`src/rtl/xnor_mac_pkg.sv`:
```
// Shared definitions for the XNOR-popcount MAC array.
// Contents:
//   state_t     - controller states (IDLE, RUN, DONE)
//   DEF_WIDTH   - default bits per weight row / input chunk
//   DEF_DEPTH   - default number of weight rows
//   acc_width() - accumulator width able to hold WIDTH*DEPTH without overflow
package xnor_mac_pkg;

  typedef enum logic [1:0] {
    IDLE = 2'd0,
    RUN  = 2'd1,
    DONE = 2'd2
  } state_t;

  localparam int DEF_WIDTH = 16;
  localparam int DEF_DEPTH = 8;

  // Largest possible sum is width*depth (every bit of every row matching).
  function automatic int acc_width(input int width, input int depth);
    return $clog2(width * depth + 1);
  endfunction

endpackage

```
`src/rtl/xnor_mac_array_popcount.sv`:
```
// Combinational population count of a WIDTH-bit vector.
// Ports:
//   vec  in  WIDTH               vector to count
//   cnt  out clog2(WIDTH+1)      number of set bits in vec
module popcount #(
  parameter int WIDTH = 16,
  localparam int CW = $clog2(WIDTH + 1)
) (
  input  logic [WIDTH-1:0] vec,
  output logic [CW-1:0]    cnt
);

  always_comb begin
    cnt = '0;
    for (int i = 0; i < WIDTH; i++) begin
      cnt = cnt + CW'(vec[i]);
    end
  end

endmodule

```
`src/rtl/xnor_mac_array.sv`:
```
// Binary XNOR-popcount multiply-accumulate array. Holds DEPTH weight rows of
// WIDTH bits; an accumulation streams LEN input chunks, each XNORed with the
// row of the same index and popcounted, and sums the counts into RES.
// Optional feature macro: XNOR_MAC_BIPOLAR_EN (RES = 2*acc - LEN_eff*WIDTH,
// signed); when undefined RES is the unsigned match count.
// Ports:
//   CLK, RST            clock, asynchronous active-high reset
//   WE, WADDR, WDATA    weight row write (honoured only while idle)
//   START, LEN          begin an accumulation of LEN rows (0 or >DEPTH = DEPTH)
//   IN_VALID, IN_READY, INPUT   input chunk stream
//   RES_VALID, RES_READY, RES   result handshake
//   BUSY                controller not idle
module xnor_mac_array
  import xnor_mac_pkg::*;
#(
  parameter int WIDTH = DEF_WIDTH,
  parameter int DEPTH = DEF_DEPTH,
  localparam int AW    = $clog2(DEPTH),
  localparam int ACC_W = acc_width(WIDTH, DEPTH)
) (
  input  logic             CLK,
  input  logic             RST,
  input  logic             WE,
  input  logic [AW-1:0]    WADDR,
  input  logic [WIDTH-1:0] WDATA,
  input  logic             START,
  input  logic [AW:0]      LEN,
  input  logic             IN_VALID,
  output logic             IN_READY,
  input  logic [WIDTH-1:0] INPUT,
  output logic             RES_VALID,
  input  logic             RES_READY,
  output logic [ACC_W:0]   RES,
  output logic             BUSY
);

  localparam int PW = $clog2(WIDTH + 1);

  state_t           state_reg;
  logic [WIDTH-1:0] weight_reg [DEPTH];
  logic [ACC_W-1:0] acc_reg;
  logic [AW-1:0]    k_reg;
  logic [AW:0]      len_reg;
  logic [ACC_W:0]   res_reg;

  logic [AW:0]      len_eff;
  logic [WIDTH-1:0] match_vec;
  logic [PW-1:0]    match_cnt;
  logic [ACC_W-1:0] acc_next;
  logic [ACC_W:0]   res_next;
  logic             last_chunk;

  // Weight rows are only writable while idle so a running accumulation
  // always sees a consistent set of rows.
  always_ff @(posedge CLK or posedge RST) begin
    if (RST) begin
      for (int i = 0; i < DEPTH; i++) begin
        weight_reg[i] <= '0;
      end
    end else if (WE && state_reg == IDLE) begin
      weight_reg[WADDR] <= WDATA;
    end
  end

  assign len_eff = (LEN == '0 || LEN > (AW+1)'(DEPTH)) ? (AW+1)'(DEPTH) : LEN;

  assign match_vec = ~(INPUT ^ weight_reg[k_reg]);

  popcount #(.WIDTH(WIDTH)) u_popcount (
    .vec (match_vec),
    .cnt (match_cnt)
  );

  assign acc_next   = acc_reg + ACC_W'(match_cnt);
  assign last_chunk = ({1'b0, k_reg} == len_reg - 1'b1);

`ifdef XNOR_MAC_BIPOLAR_EN
  // Bipolar dot product: each match is +1, each mismatch -1. The true value
  // fits in ACC_W+1 signed bits, so modular arithmetic gives the exact result.
  assign res_next = {acc_next, 1'b0} - ((ACC_W+1)'(len_reg) * (ACC_W+1)'(WIDTH));
`else
  assign res_next = {1'b0, acc_next};
`endif

  always_ff @(posedge CLK or posedge RST) begin
    if (RST) begin
      state_reg <= IDLE;
      acc_reg   <= '0;
      k_reg     <= '0;
      len_reg   <= '0;
      res_reg   <= '0;
    end else begin
      case (state_reg)
        IDLE: begin
          if (START) begin
            state_reg <= RUN;
            len_reg   <= len_eff;
            acc_reg   <= '0;
            k_reg     <= '0;
          end
        end
        RUN: begin
          if (IN_VALID) begin
            acc_reg <= acc_next;
            k_reg   <= k_reg + 1'b1;
            if (last_chunk) begin
              res_reg   <= res_next;
              state_reg <= DONE;
            end
          end
        end
        DONE: begin
          if (RES_READY) begin
            state_reg <= IDLE;
          end
        end
        default: state_reg <= IDLE;
      endcase
    end
  end

  assign IN_READY  = (state_reg == RUN);
  assign RES_VALID = (state_reg == DONE);
  assign BUSY      = (state_reg != IDLE);
  assign RES       = res_reg;

endmodule

```
`config.mk`:
```
export PLATFORM = sky130hd
export DESIGN_NAME = xnor_mac_array
export DESIGN_NICKNAME = d
export VERILOG_FILES = /design/src/rtl/xnor_mac_pkg.sv /design/src/rtl/xnor_mac_array_popcount.sv /design/src/rtl/xnor_mac_array.sv
export SDC_FILE = /design/constraint.sdc
export NUM_CORES = 1
export LEC_CHECK = 0
export BUFFER_PORTS_ARGS = -buffer_cell sky130_fd_sc_hd__buf_2
export CAP_MARGIN = 20
export CORE_MARGIN = 1
export CORE_UTILIZATION = 25
export CTS_CLUSTER_DIAMETER = 100
export DETAILED_ROUTE_END_ITERATION = 6
export GPL_TIMING_DRIVEN = 1
export PLACE_DENSITY = 0.44
export SYNTH_ARGS = -nofsm -noshare
export SYNTH_HDL_FRONTEND = slang
export SYNTH_SLANG_ARGS = --single-unit
```
`constraint.sdc`:
```
create_clock -name CLK -period 16.57 [get_ports CLK]
set_input_delay 3.314 -clock CLK [delete_from_list [all_inputs] [get_ports CLK]]
set_output_delay 3.314 -clock CLK [all_outputs]
set_load 0.01 [all_outputs]
```
# Word-level counts from Yosys, hierarchy flattened
# Index checks and enable logic that the tools add are counted.
[classes]
n_addsub = 18
mul = 0
div = 0
magnitude_cmp = 4
n_eq_ne = 7
shifts = 0
n_mux = 18
bitwise_logic = 4
reduce_logical = 11
[op_table]
columns = ["op", "count"]
rows = [
  ["$bwmux W128", 1],
  ["$add A5 B1 Y5", 14],
  ["$bmux W16 S3", 1],
  ["$demux W16 S3", 1],
  ["$mux W16", 3],
  ["$mux W8", 2],
  ["$not A16 Y16", 1],
  ["$pmux W8 S2", 1],
  ["$xor A16 B16 Y16", 1],
  ["$add A8 B5 Y8", 1],
  ["$ge A4 B4 Y1 const B", 2],
  ["$mux W2", 4],
  ["$not A3 Y4", 2],
  ["$mux W3", 2],
  ["$pmux W2 S3", 1],
  ["$pmux W3 S2", 1],
  ["$reduce_and A3 Y1", 2],
  ["$eq A3 B4 Y1", 1],
  ["$gt A4 B4 Y1 const B", 1],
  ["$logic_not A4 Y1", 1],
  ["$lt A4 B1 Y1 const B", 1],
  ["$mux W4", 1],
  ["$ne A2 B1 Y1 const B", 2],
  ["$ne A2 B2 Y1 const B", 2],
  ["other kinds (11)", 13],
]
[word_totals]
ff_bits = 153
latchBits = 0
mem_bits_rw = 0
romBits = 0
inputBits = 45
out_inout_bits = 12
elab_cells = 75
n_memories = 0

# Longest topological paths before layout
# Gate-level depths: netlist of the first run.
[depth]
ltp_word = 24
depth_mapped = 25
mapped_depth_nobuf = 22

# By module
# From an unflattened synthesis of the first run, not the netlist that was laid out.
[hier_totals]
cells_unflattened = 523
area_unflattened_um2 = 7772.5
[by_module_without_submodules]
columns = ["module", "n_inst", "cells_each", "area_each_um2", "seq_area_each_um2"]
rows = [
  ["xnor_mac_array", 1, 476, 7364.6, 3828.7],
  ["popcount", 1, 47, 407.9, 0.0],
]

# Least setup slack after synthesis of the first run
# OpenSTA, ideal clock, no wires.
[synth_path]
kind = "input port to flip-flop"
from = "in INPUT[0]"
to = "reg res_reg[7] (netlist: RES[7])"
setup_ns = 0.125
arrival_time_ns = 8.049
required_time_ns = 16.445
setup_slack_ns = 8.396
cell_stages = 18
n_path_buf = 0
path_cell_list = "xor2_1 -> ha_1 -> inv_1 -> fa_1 -> fa_1 -> fa_1 -> inv_1 -> fa_1 -> fa_1 -> inv_1 -> fa_1 -> inv_1 -> ha_1 -> a211oi_1 -> o21ai_0 -> o2111a_1 -> xor2_1 -> mux2_2"
[synth_via]
elab_chain_cells = 18
[synth_lines]
columns = ["item", "line", "source"]
rows = [
  ["from (decl)", "xnor_mac_array.sv:30", "input logic [WIDTH-1:0] INPUT,"],
  ["$xor A16 B16 Y16", "xnor_mac_array.sv:67", "assign match_vec = ~(INPUT ^ weight_reg[k_reg]);"],
  ["$not A16 Y16", "xnor_mac_array.sv:67", ""],
  ["$add A1 B1 Y2", "xnor_mac_array_popcount.sv:16", "cnt = cnt + CW'(vec[i]);"],
  ["$add A5 B1 Y5 (14 in a row)", "xnor_mac_array_popcount.sv:16", ""],
  ["$add A8 B5 Y8", "xnor_mac_array.sv:74", "assign acc_next = acc_reg + ACC_W'(match_cnt);"],
  ["to (signal assigned)", "xnor_mac_array.sv:107", "res_reg <= res_next;"],
  ["to (decl)", "xnor_mac_array.sv:44", "logic [ACC_W:0] res_reg;"],
]
# Every way passes these cells.
# A chain may end at the register's enable or synchronous reset.

# Worst setup path in the final report of the first run
[layout_path]
from = "in INPUT[0]"
to = "reg res_reg[5] (netlist: RES[5])"
# The elaborated chain is that of the path after synthesis.

==> results of run 1 <==
## metrics by stage
step | cells | hold slack (ps) | utilization (%) | setup slack [ps] | area [um^2]
after global placement | 941 | 481 | 27.8 | 7990 | 8300
after detailed placement | 941 | 488 | 27.8 | 7960 | 8300
after CTS | 972 | 504 | 30.0 | 8400 | 8970
after floorplan | 514 | 472 | - | 8400 | 7660
final | 973 | 500 | 30.1 | 8380 | 9000
after global routing | 973 | 516 | 30.1 | 8130 | 9000
## synthesized netlist by cell type, drive strengths merged (2+ instances only)
| cell type | instances |
|---|---|
| xor2 | 15 |
| inv | 23 |
| nand2b | 3 |
| o21bai | 2 |
| dfrtp | 153 |
| a211oi | 2 |
| nand2 | 18 |
| o21ai | 10 |
| and3 | 3 |
| mux4 | 32 |
| a21oi | 7 |
| fa | 11 |
| nand4 | 2 |
| nor2b | 3 |
| buf | 23 |
| mux2 | 135 |
| nor2 | 7 |
| xnor2 | 13 |
| mux2i | 17 |
| a22o | 8 |
| ha | 12 |
| a21o | 3 |
## per-layer routing
| metal | GRT usage, % | part of all wire, % | up-vias |
|---|---|---|---|
| li1 | - | - | 1968 |
| met1 | 15.0 | 44 | 2325 |
| met2 | 21.3 | 51 | 67 |
| met3 | 2.34 | 3.3 | 19 |
| met4 | 4.45 | 1.4 | 2 |
| met5 | 0 | 0.067 | - |
## critical path, delay by kind of cell
| kind | cells | cell delay [ps] |
|---|---|---|
| multiplexers | 1 | 260 |
| AO/OA/AOI/OAI | 3 | 760 |
| XOR/XNOR | 2 | 250 |
| buffers and inverters | 5 | 370 |
| adder cells (fa/ha/maj) | 8 | 3540 |
## kinds of logic after synthesis
kind of cell    Yosys count  synth area share [%]
mux                     184                  31.5
flops                   153                  50.0
buf+inv                  46                  3.35
simple gates             42                  3.27
compound gates           37                  3.66
xor+xnor                 28                  3.44
fa+ha+maj                23                  4.83
other cells               1                0.0489
## final cells by class
cell class,instances,area (um^2)
clock inverter,14,246
fill,2920,20900
inverter,23,91.3
sequential,153,3830
multi-input combinational,315,3580
timing repair buffer,61,340
tap,390,488
clock buffer,17,425
## worst min path at each step
stage / startpoint / end / cells after the start
floorplan: acc_reg[0] / acc_reg[0] / 1
global placement: weight_reg[96] / weight_reg[96] / 1
detailed placement: weight_reg[98] / weight_reg[98] / 1
CTS: weight_reg[98] / weight_reg[98] / 1
global route: RES[0] / RES[0] / 1
finish: RES[0] / RES[0] / 1
==> metrics, run 1 <==
antenna violations before repair 1; Synth area leader dfrtp_1; commonest non-fill, non-tap cells in the layout 151 x dfrtp_1, 135 x mux2_2, 55 x buf_2; Distinct cells, synth 45; Sink Count 153; yosys warns 0; Hold Crit Class register to register; H-Tree Depth 4; Critical Path AT 8500 ps; Final Hold Fails 0; final setup fails 0; r2r setup slk 9710 ps; largest net degree at the start of global routing 81; clock skew 5.50 ps; asr flop ratio synth 100%; vias in the first global route 4899; CTS tree done; worst-case reg-to-reg path depth 21; GRT overflow 0; Tcrit/Tclk final 49.4%; Core Rows 63; Resized cells post-CTS 0; Primary FF master, synth dfrtp_1; reg2reg start k_reg[0]; synthesized flop and latch total 153; Routed WL per cell 18.5 um; Initial Utilization 25.7%; # IOs 57; CORE AREA 29900 um^2; worst-margin pin slew 723 ps; CTS clock-pin slew for the worst setup and hold paths 60 ps; Via-to-Cell Ratio 4.50; Global Route Usage Sum 12.2%; Cell Area, Synth 7660 um^2; WP data required 16880 ps; Critical Path Slowest Stage Cell fa_1; synth-to-layout area growth 17.5%; Area contributors post-synth dfrtp_1 50%, mux2_2 20%, mux4_2 9.4%; Max Fanout on Critical Path 3; commonest non-fill, non-tap cell in the layout dfrtp_1; final worst path period need 8190 ps; EDFF count, synth 0; critical path's largest stage delay 550 ps; root buf cell clkbuf_16; global-route wire length before repair 28200 um; Crit. Startpoint INPUT[0]; Die Width 177 um; RSZ-0062 raised after global routing no; CP Launch Type input pin; Critical R2R Capture RES[5]; Sum Neg Setup Slack 0 ps; Slew HR 51.8%; syn nets 582; port bufs 55; CP endpoint kind register; Slew Viols, Final 0; full die area 31400 um^2; CP dominant cell by count fa_1; WL final 18000 um; vias 4381; end of the critical path RES[5]; Post-Syn Instances 514; average cell area after synthesis 14.9 um^2; kind of critical path input pin to register; postcts setup bufs 0; clock buffer depth 2; gpl congestion 0.794; antenna-violating nets left 0; residual DRC count 0; Die H 177 um; sequential fraction of the synthesis area 50.0%; TritonCTS buffer count 17; max-cap viol count 0; Max Fclk 122 MHz; Synth top area share 50.0%; hpwl dp 11500 um; DRT Pass-1 Iters 4; share of cells above drive strength 1 47.5%; clk_lat worst skew 430 ps; max reg flops 128; worst-path cell chain buf_2 > xor2_1 > ha_1 > inv_1 > fa_1 > fa_1 > fa_1 > inv_1 > fa_1 > fa_1 > inv_1 > fa_1 > inv_1 > ha_1 > a211oi_1 > o21bai_1 > a21oi_1 > xnor2_1 > mux2_2; Post-CTS Hold Buffers 0; Layout Nets 639; status complete, no violations; Initial DRC Count 217; diode count 0
Power of run 1 is left out: the tool's default activity adds up to more than one toggle a clock period on the data nets, which glitch-free logic cannot reach.
==> run 2, diff against run 1 <==
==> constraint.sdc (replaced) <==
create_clock -name CLK -period 7.7 [get_ports CLK]
set_input_delay 1.54 -clock CLK [delete_from_list [all_inputs] [get_ports CLK]]
set_output_delay 1.54 -clock CLK [all_outputs]
set_load 0.01 [all_outputs]
==> run 2 against run 1 <==
Against the previous run: global-route usage is 0.056 points lower; hold slack worse by 3.2 ps; register-to-register slack worse by 8500 ps; first-iteration DRC count is 8.8% lower; wire length is 0.46% lower; sequential share of layout area is 0.39 points higher; critical path type is now register to register; largest cell class unchanged.
==> metrics, run 2 (synthesis results as in run 1) <==
status complete, no violations; Hold Crit Class register to register; CP bufs+invs 5 (unchanged); final worst path period need 6530 ps; WL final 17900 um (-0.46%); r2r setup slk 1170 ps (-8540 ps); critical path's largest stage delay 550 ps (about the same); met2 Use GR 20.5% (-0.76 points); # IOs 57 (unchanged); WP data required 8000 ps (-8880 ps); CP dominant cell by count fa_1; CORE AREA 29900 um^2 (unchanged); clock skew 5.89 ps (+0.389 ps); Hold Path Sink RES[3]; Routed WL per cell 18.3 um (-0.67%); H-Tree Depth 4 (unchanged); diode count 0 (unchanged); clock buffer depth 2 (unchanged); hold path depth 1 (unchanged); worst-path cell chain buf_4 > mux4_2 > mux2i_1 > xor2_1 > fa_1 > inv_1 > fa_1 > fa_1 > inv_1 > fa_1 > fa_1 > inv_1 > fa_1 > inv_1 > ha_1 > a211oi_1 > o21ai_0 > o2111a_1 > xor2_1 > mux2_2; Max Fanout on Critical Path 18 (+15); share of cells above drive strength 1 47.4% (-0.16 points); global route hottest layer met2; max reg flops 128 (unchanged); full die area 31400 um^2 (unchanged); vias 4409 (+0.64%); RSZ-0062 raised after global routing no; GRT overflow 0 (unchanged); Tcrit/Tclk final 84.8%; Die H 177 um (unchanged); Critical Path Slowest Stage Cell fa_1; hold path start RES[3]; max-cap viol count 0 (unchanged); Hold WS 496 ps (-3.21 ps); postcts setup bufs 0 (unchanged); Layout Nets 642 (+0.47%); vias in the first global route 4831 (-1.4%); final setup fails 0 (unchanged); Slew HR 53.7% (+1.9 points); worst-margin pin slew 694 ps (-29.0 ps); Initial DRC Count 198 (-8.8%); antenna-violating nets left 0 (unchanged); pre-CTS setup slack 889 ps (-7070 ps); Max Fclk 153 MHz; Initial Utilization 25.7% (unchanged); DRT Pass-1 Iters 5 (+1); CP Launch Type register; gpl congestion 0.816 (+2.7%); Die Width 177 um (unchanged); Final Hold Fails 0 (unchanged); commonest non-fill, non-tap cell in the layout dfrtp_1; synth-to-layout area growth 16.4%; port bufs 55 (unchanged); Critical Path AT 6830 ps (-1670 ps); largest net degree at the start of global routing 80 (-1.2%); CP endpoint kind register; Via-to-Cell Ratio 4.52 (+0.43%); met1 Use GR 15.5% (+0.49 points); family with the most delay on the worst path adder cells; Critical R2R Capture RES[7]; met3 GRT Util 2.79% (+0.45 points); kind of critical path register to register; TritonCTS buffer count 17 (unchanged); Resized cells post-CTS 0 (unchanged); hpwl dp 11900 um (+3.4%); clk_lat worst skew 420 ps (about the same); global-route wire length before repair 28100 um (-0.56%); Post-CTS Hold Buffers 0 (unchanged); residual DRC count 0 (unchanged); CTS tree done; commonest non-fill, non-tap cells in the layout 151 x dfrtp_1, 135 x mux2_2, 55 x buf_2; worst-case reg-to-reg path depth 20 (-4.8%); Global Route Usage Sum 12.2% (-0.056 points); Core Rows 63 (unchanged); root buf cell clkbuf_16; antenna violations before repair 1 (unchanged); Worst Slack Setup Final 1170 ps (-7210 ps); Sink Count 153 (unchanged); Slew Viols, Final 0 (unchanged); reg2reg start k_reg[1]; Sum Neg Setup Slack 0 ps (unchanged); CTS clock-pin slew for the worst setup and hold paths 60 ps (about the same)
## run 2: per-layer routing
metal | vias to the layer above | routed length, um
met2 | 75 | 8910
met4 | 2 | 251
met1 | 2325 | 8090
li1 | 1989 | -
met3 | 18 | 621
met5 | - | 12
## run 2: cell type report
type	count	area (um^2)
Fill cell	2965	21000
Sequential cell	153	3830
Multi-Input combinational cell	315	3580
Tap cell	390	488
Clock buffer	20	447
Timing Repair Buffer	64	363
Clock inverter	10	121
Inverter	23	91.3
## run 2: worst max path at each step
stage                     slack (ps)  endpoint  cells after the start     start
after CTS                       1080    RES[7]                     20  k_reg[1]
final                           1170    RES[7]                     20  k_reg[1]
after floorplan                 1300    RES[7]                     18  INPUT[0]
after global placement           910    RES[7]                     19  INPUT[0]
after global routing             760    RES[5]                     20  k_reg[1]
after detailed placement         890    RES[7]                     19  INPUT[0]
## run 2: per-stage QoR
stage               cell area [um^2]  std cells  utilization, %
finish                          8920        975            29.9
global route                    8920        975            29.9
CTS                             8890        974            29.8
detailed placement              8330        944            27.9
global placement                8330        944            27.9
floorplan                       7660        514               -
Power of run 2 is left out for the same reason.
==> run 3, diff against run 2 <==
--- a/config.mk
+++ b/config.mk
@@ -5,6 +5,7 @@
 export SDC_FILE = /design/constraint.sdc
 export NUM_CORES = 1
 export LEC_CHECK = 0
+export ABC_AREA = 1
 export BUFFER_PORTS_ARGS = -buffer_cell sky130_fd_sc_hd__buf_2
 export CAP_MARGIN = 20
 export CORE_MARGIN = 1
@@ -12,7 +13,7 @@
 export CTS_CLUSTER_DIAMETER = 100
 export DETAILED_ROUTE_END_ITERATION = 6
 export GPL_TIMING_DRIVEN = 1
-export PLACE_DENSITY = 0.44
+export PLACE_DENSITY = 0.45
 export SYNTH_ARGS = -nofsm -noshare
 export SYNTH_HDL_FRONTEND = slang
 export SYNTH_SLANG_ARGS = --single-unit
==> constraint.sdc (replaced) <==
create_clock -name CLK -period 5.66 [get_ports CLK]
set_input_delay 1.132 -clock CLK [delete_from_list [all_inputs] [get_ports CLK]]
set_output_delay 1.132 -clock CLK [all_outputs]
set_load 0.01 [all_outputs]
==> run 3 against run 2 <==
Against the previous run: worst setup slack lost 890 ps; sequential share of layout area shrank 2.2 points; critical endpoint is now acc_reg[3]; synthesized cell count grew 88%; via count grew 45%; the flow now finishes with violations (DRC); global-route usage grew 2.5 points.
==> metrics, run 3 <==
Critical Path Slowest Stage Cell fa_1; failing checks DRC; diode count 0 (unchanged); EDFF count, synth 0 (unchanged); Critical Path AT 5680 ps (-1150 ps); Area contributors post-synth dfrtp_1 49%, nand2_1 13%, o21ai_0 8.3%; residual DRC count 7 (+7); largest net degree at the start of global routing 81 (+1.3%); # IOs 57 (unchanged); commonest non-fill, non-tap cell in the layout nand2_1; Global Route Usage Sum 14.7% (+2.5 points); most frequent cell after synthesis nand2_1; vias in the first global route 6351 (+31%); root buf cell clkbuf_16; max-cap viol count 0 (unchanged); CP Launch Type register; gpl congestion 0.791 (-3.0%); port bufs 55 (unchanged); antenna violations before repair 0 (-1); clock buffer depth 2 (unchanged); Die Width 180 um (+1.4%); hpwl dp 15100 um (+27%); CP endpoint kind register; Final Hold Fails 0 (unchanged); r2r setup slk 280 ps (-890 ps); vias 6410 (+45%); status finished with violations; synthesized flop and latch total 153 (unchanged); Initial Utilization 25.6% (-0.088 points); Max Fclk 186 MHz (+21%); Cell Area, Synth 7880 um^2 (+2.8%); final setup fails 0 (unchanged); Primary FF master, synth dfrtp_1; Initial DRC Count 413 (+110%); sequential fraction of the synthesis area 48.6% (-1.4 points); CTS tree done; Tcrit/Tclk final 95.0% (+10 points); fin util 30.5% (+0.63 points); critical path's largest stage delay 550 ps (about the same); global-route wire length before repair 36700 um (+31%); Post-synth top cells 283 x nand2_1, 153 x dfrtp_1, 131 x o21ai_0; Core Rows 64 (+1.6%); worst-margin pin slew 995 ps (+301 ps); Hold Crit Class register to register; average cell area after synthesis 8.18 um^2 (-45%); Sink Count 153 (unchanged); antenna-violating nets left 0 (unchanged); Die H 180 um (+1.4%); synth-to-layout area growth 19.3%; clock skew 7.87 ps (+1.98 ps); asr flop ratio synth 100% (unchanged); Synth area leader dfrtp_1; clk_lat worst skew 430 ps (about the same); final worst path period need 5380 ps (-1150 ps); TritonCTS buffer count 17 (unchanged); Layout Nets 1095 (+71%); Routed WL per cell 15.6 um (-15%); share of cells above drive strength 1 17.1% (-30 points); commonest non-fill, non-tap cells in the layout 277 x nand2_1, 151 x dfrtp_1, 128 x o21ai_0; CORE AREA 30800 um^2 (+3.2%); WL final 22400 um (+25%); Post-Syn Instances 964 (+88%); CTS clock-pin slew for the worst setup and hold paths 60 ps (about the same); Max Fanout on Critical Path 14 (-4); Via-to-Cell Ratio 4.47 (-1.2%); max reg flops 128 (unchanged); yosys warns 0 (unchanged); full die area 32200 um^2 (+2.8%); kind of critical path register to register; Slew HR 33.5% (-20 points); H-Tree Depth 4 (unchanged); syn nets 1032 (+77%); WP data required 5970 ps (-2030 ps); GRT overflow 0 (unchanged); Slew Viols, Final 0 (unchanged); DRT Pass-1 Iters 7 (+2); worst-case reg-to-reg path depth 26 (+30%); hold path depth 2 (+1); Distinct cells, synth 37 (-18%); Synth top area share 48.6% (-1.4 points)
==> run 3: cell count changes in the layout (fill, tap and decap cells not counted), moves of 43 or more <==
cell / previous run / this run
inv_1: 22 / 79
nand2_1: 12 / 277
mux2_2: 135 / 0
o21ai_0: 10 / 128
o21ai_1: 0 / 47
nand3_1: 1 / 44
==> run 3: final timing paths <==
kind / start / to
max: k_reg[0] / acc_reg[3]
min: RES[7] / RES[7]
max reg2reg: k_reg[0] / acc_reg[3]
min reg2reg: RES[7] / RES[7]
max in group asynchronous: RST / weight_reg[75]
min in group asynchronous: RST / weight_reg[79]
==> run 3: timing repair <==
action	in CTS	in global routing
gates resized for setup	6	18
hold buffers	0	0
setup buffers	0	4
pin swaps	1	20
endpoints found under the setup margin	12	13
cloned	0	2
==> run 3: cells by family (layout without fill, tap and decap cells) <==
logic type                 count (synthesis)  in the layout  synth area share, %
xor gates and xnor gates                  11             11                 1.22
other                                      1              1               0.0476
DFF                                      153            153                 48.6
adders and majority gates                 23             23                 4.70
AOI/OAI and AO/OA                        229            229                 15.6
buffers and inverters                    141            216                 7.98
and+or+nand+nor                          406            406                 21.9
==> run 3: cell type report <==
type / count / area, um^2
Clock buffer: 22 / 464
Tap cell: 396 / 495
Multi-Input combinational cell: 670 / 3480
Clock inverter: 9 / 115
Timing Repair Buffer: 94 / 666
Inverter: 91 / 353
Sequential cell: 153 / 3830
Fill cell: 3328 / 21400
==> run 3: routing by layer <==
| metal | vias up | part of all wire [%] | global-route usage (%) |
|---|---|---|---|
| met4 | 0 | 1.1 | 3.38 |
| met3 | 15 | 3.0 | 2.96 |
| met1 | 3055 | 49 | 20.1 |
| met2 | 98 | 46 | 23.8 |
| li1 | 3242 | - | - |
| met5 | - | 0 | 0 |
==> run 3: per-stage QoR <==
step	worst slack, ps	hold WS, ps	setup TNS (ps)	std cells	cell area [um^2]
2_1_floorplan	95.7	448	0	964	7880
5_1_grt	-3.97	498	-7.82	1435	9400
6_report	283	477	0	1435	9400
4_1_cts	42.3	483	0	1428	9260
3_3_place_gp	-170	461	-1480	1397	8670
3_5_place_dp	-225	467	-2070	1397	8670
==> run 3: critical path, delay by kind of cell, from the launching register on <==
family                     cells  cell delay (ps)
AOI/OAI and AO/OA              1              100
DFF                            1              460
and+or+nand+nor                7              480
buffers and inverters          8              740
adders and majority gates      7             2950
xor gates and xnor gates       3              500
Power of run 3 is left out for the same reason.
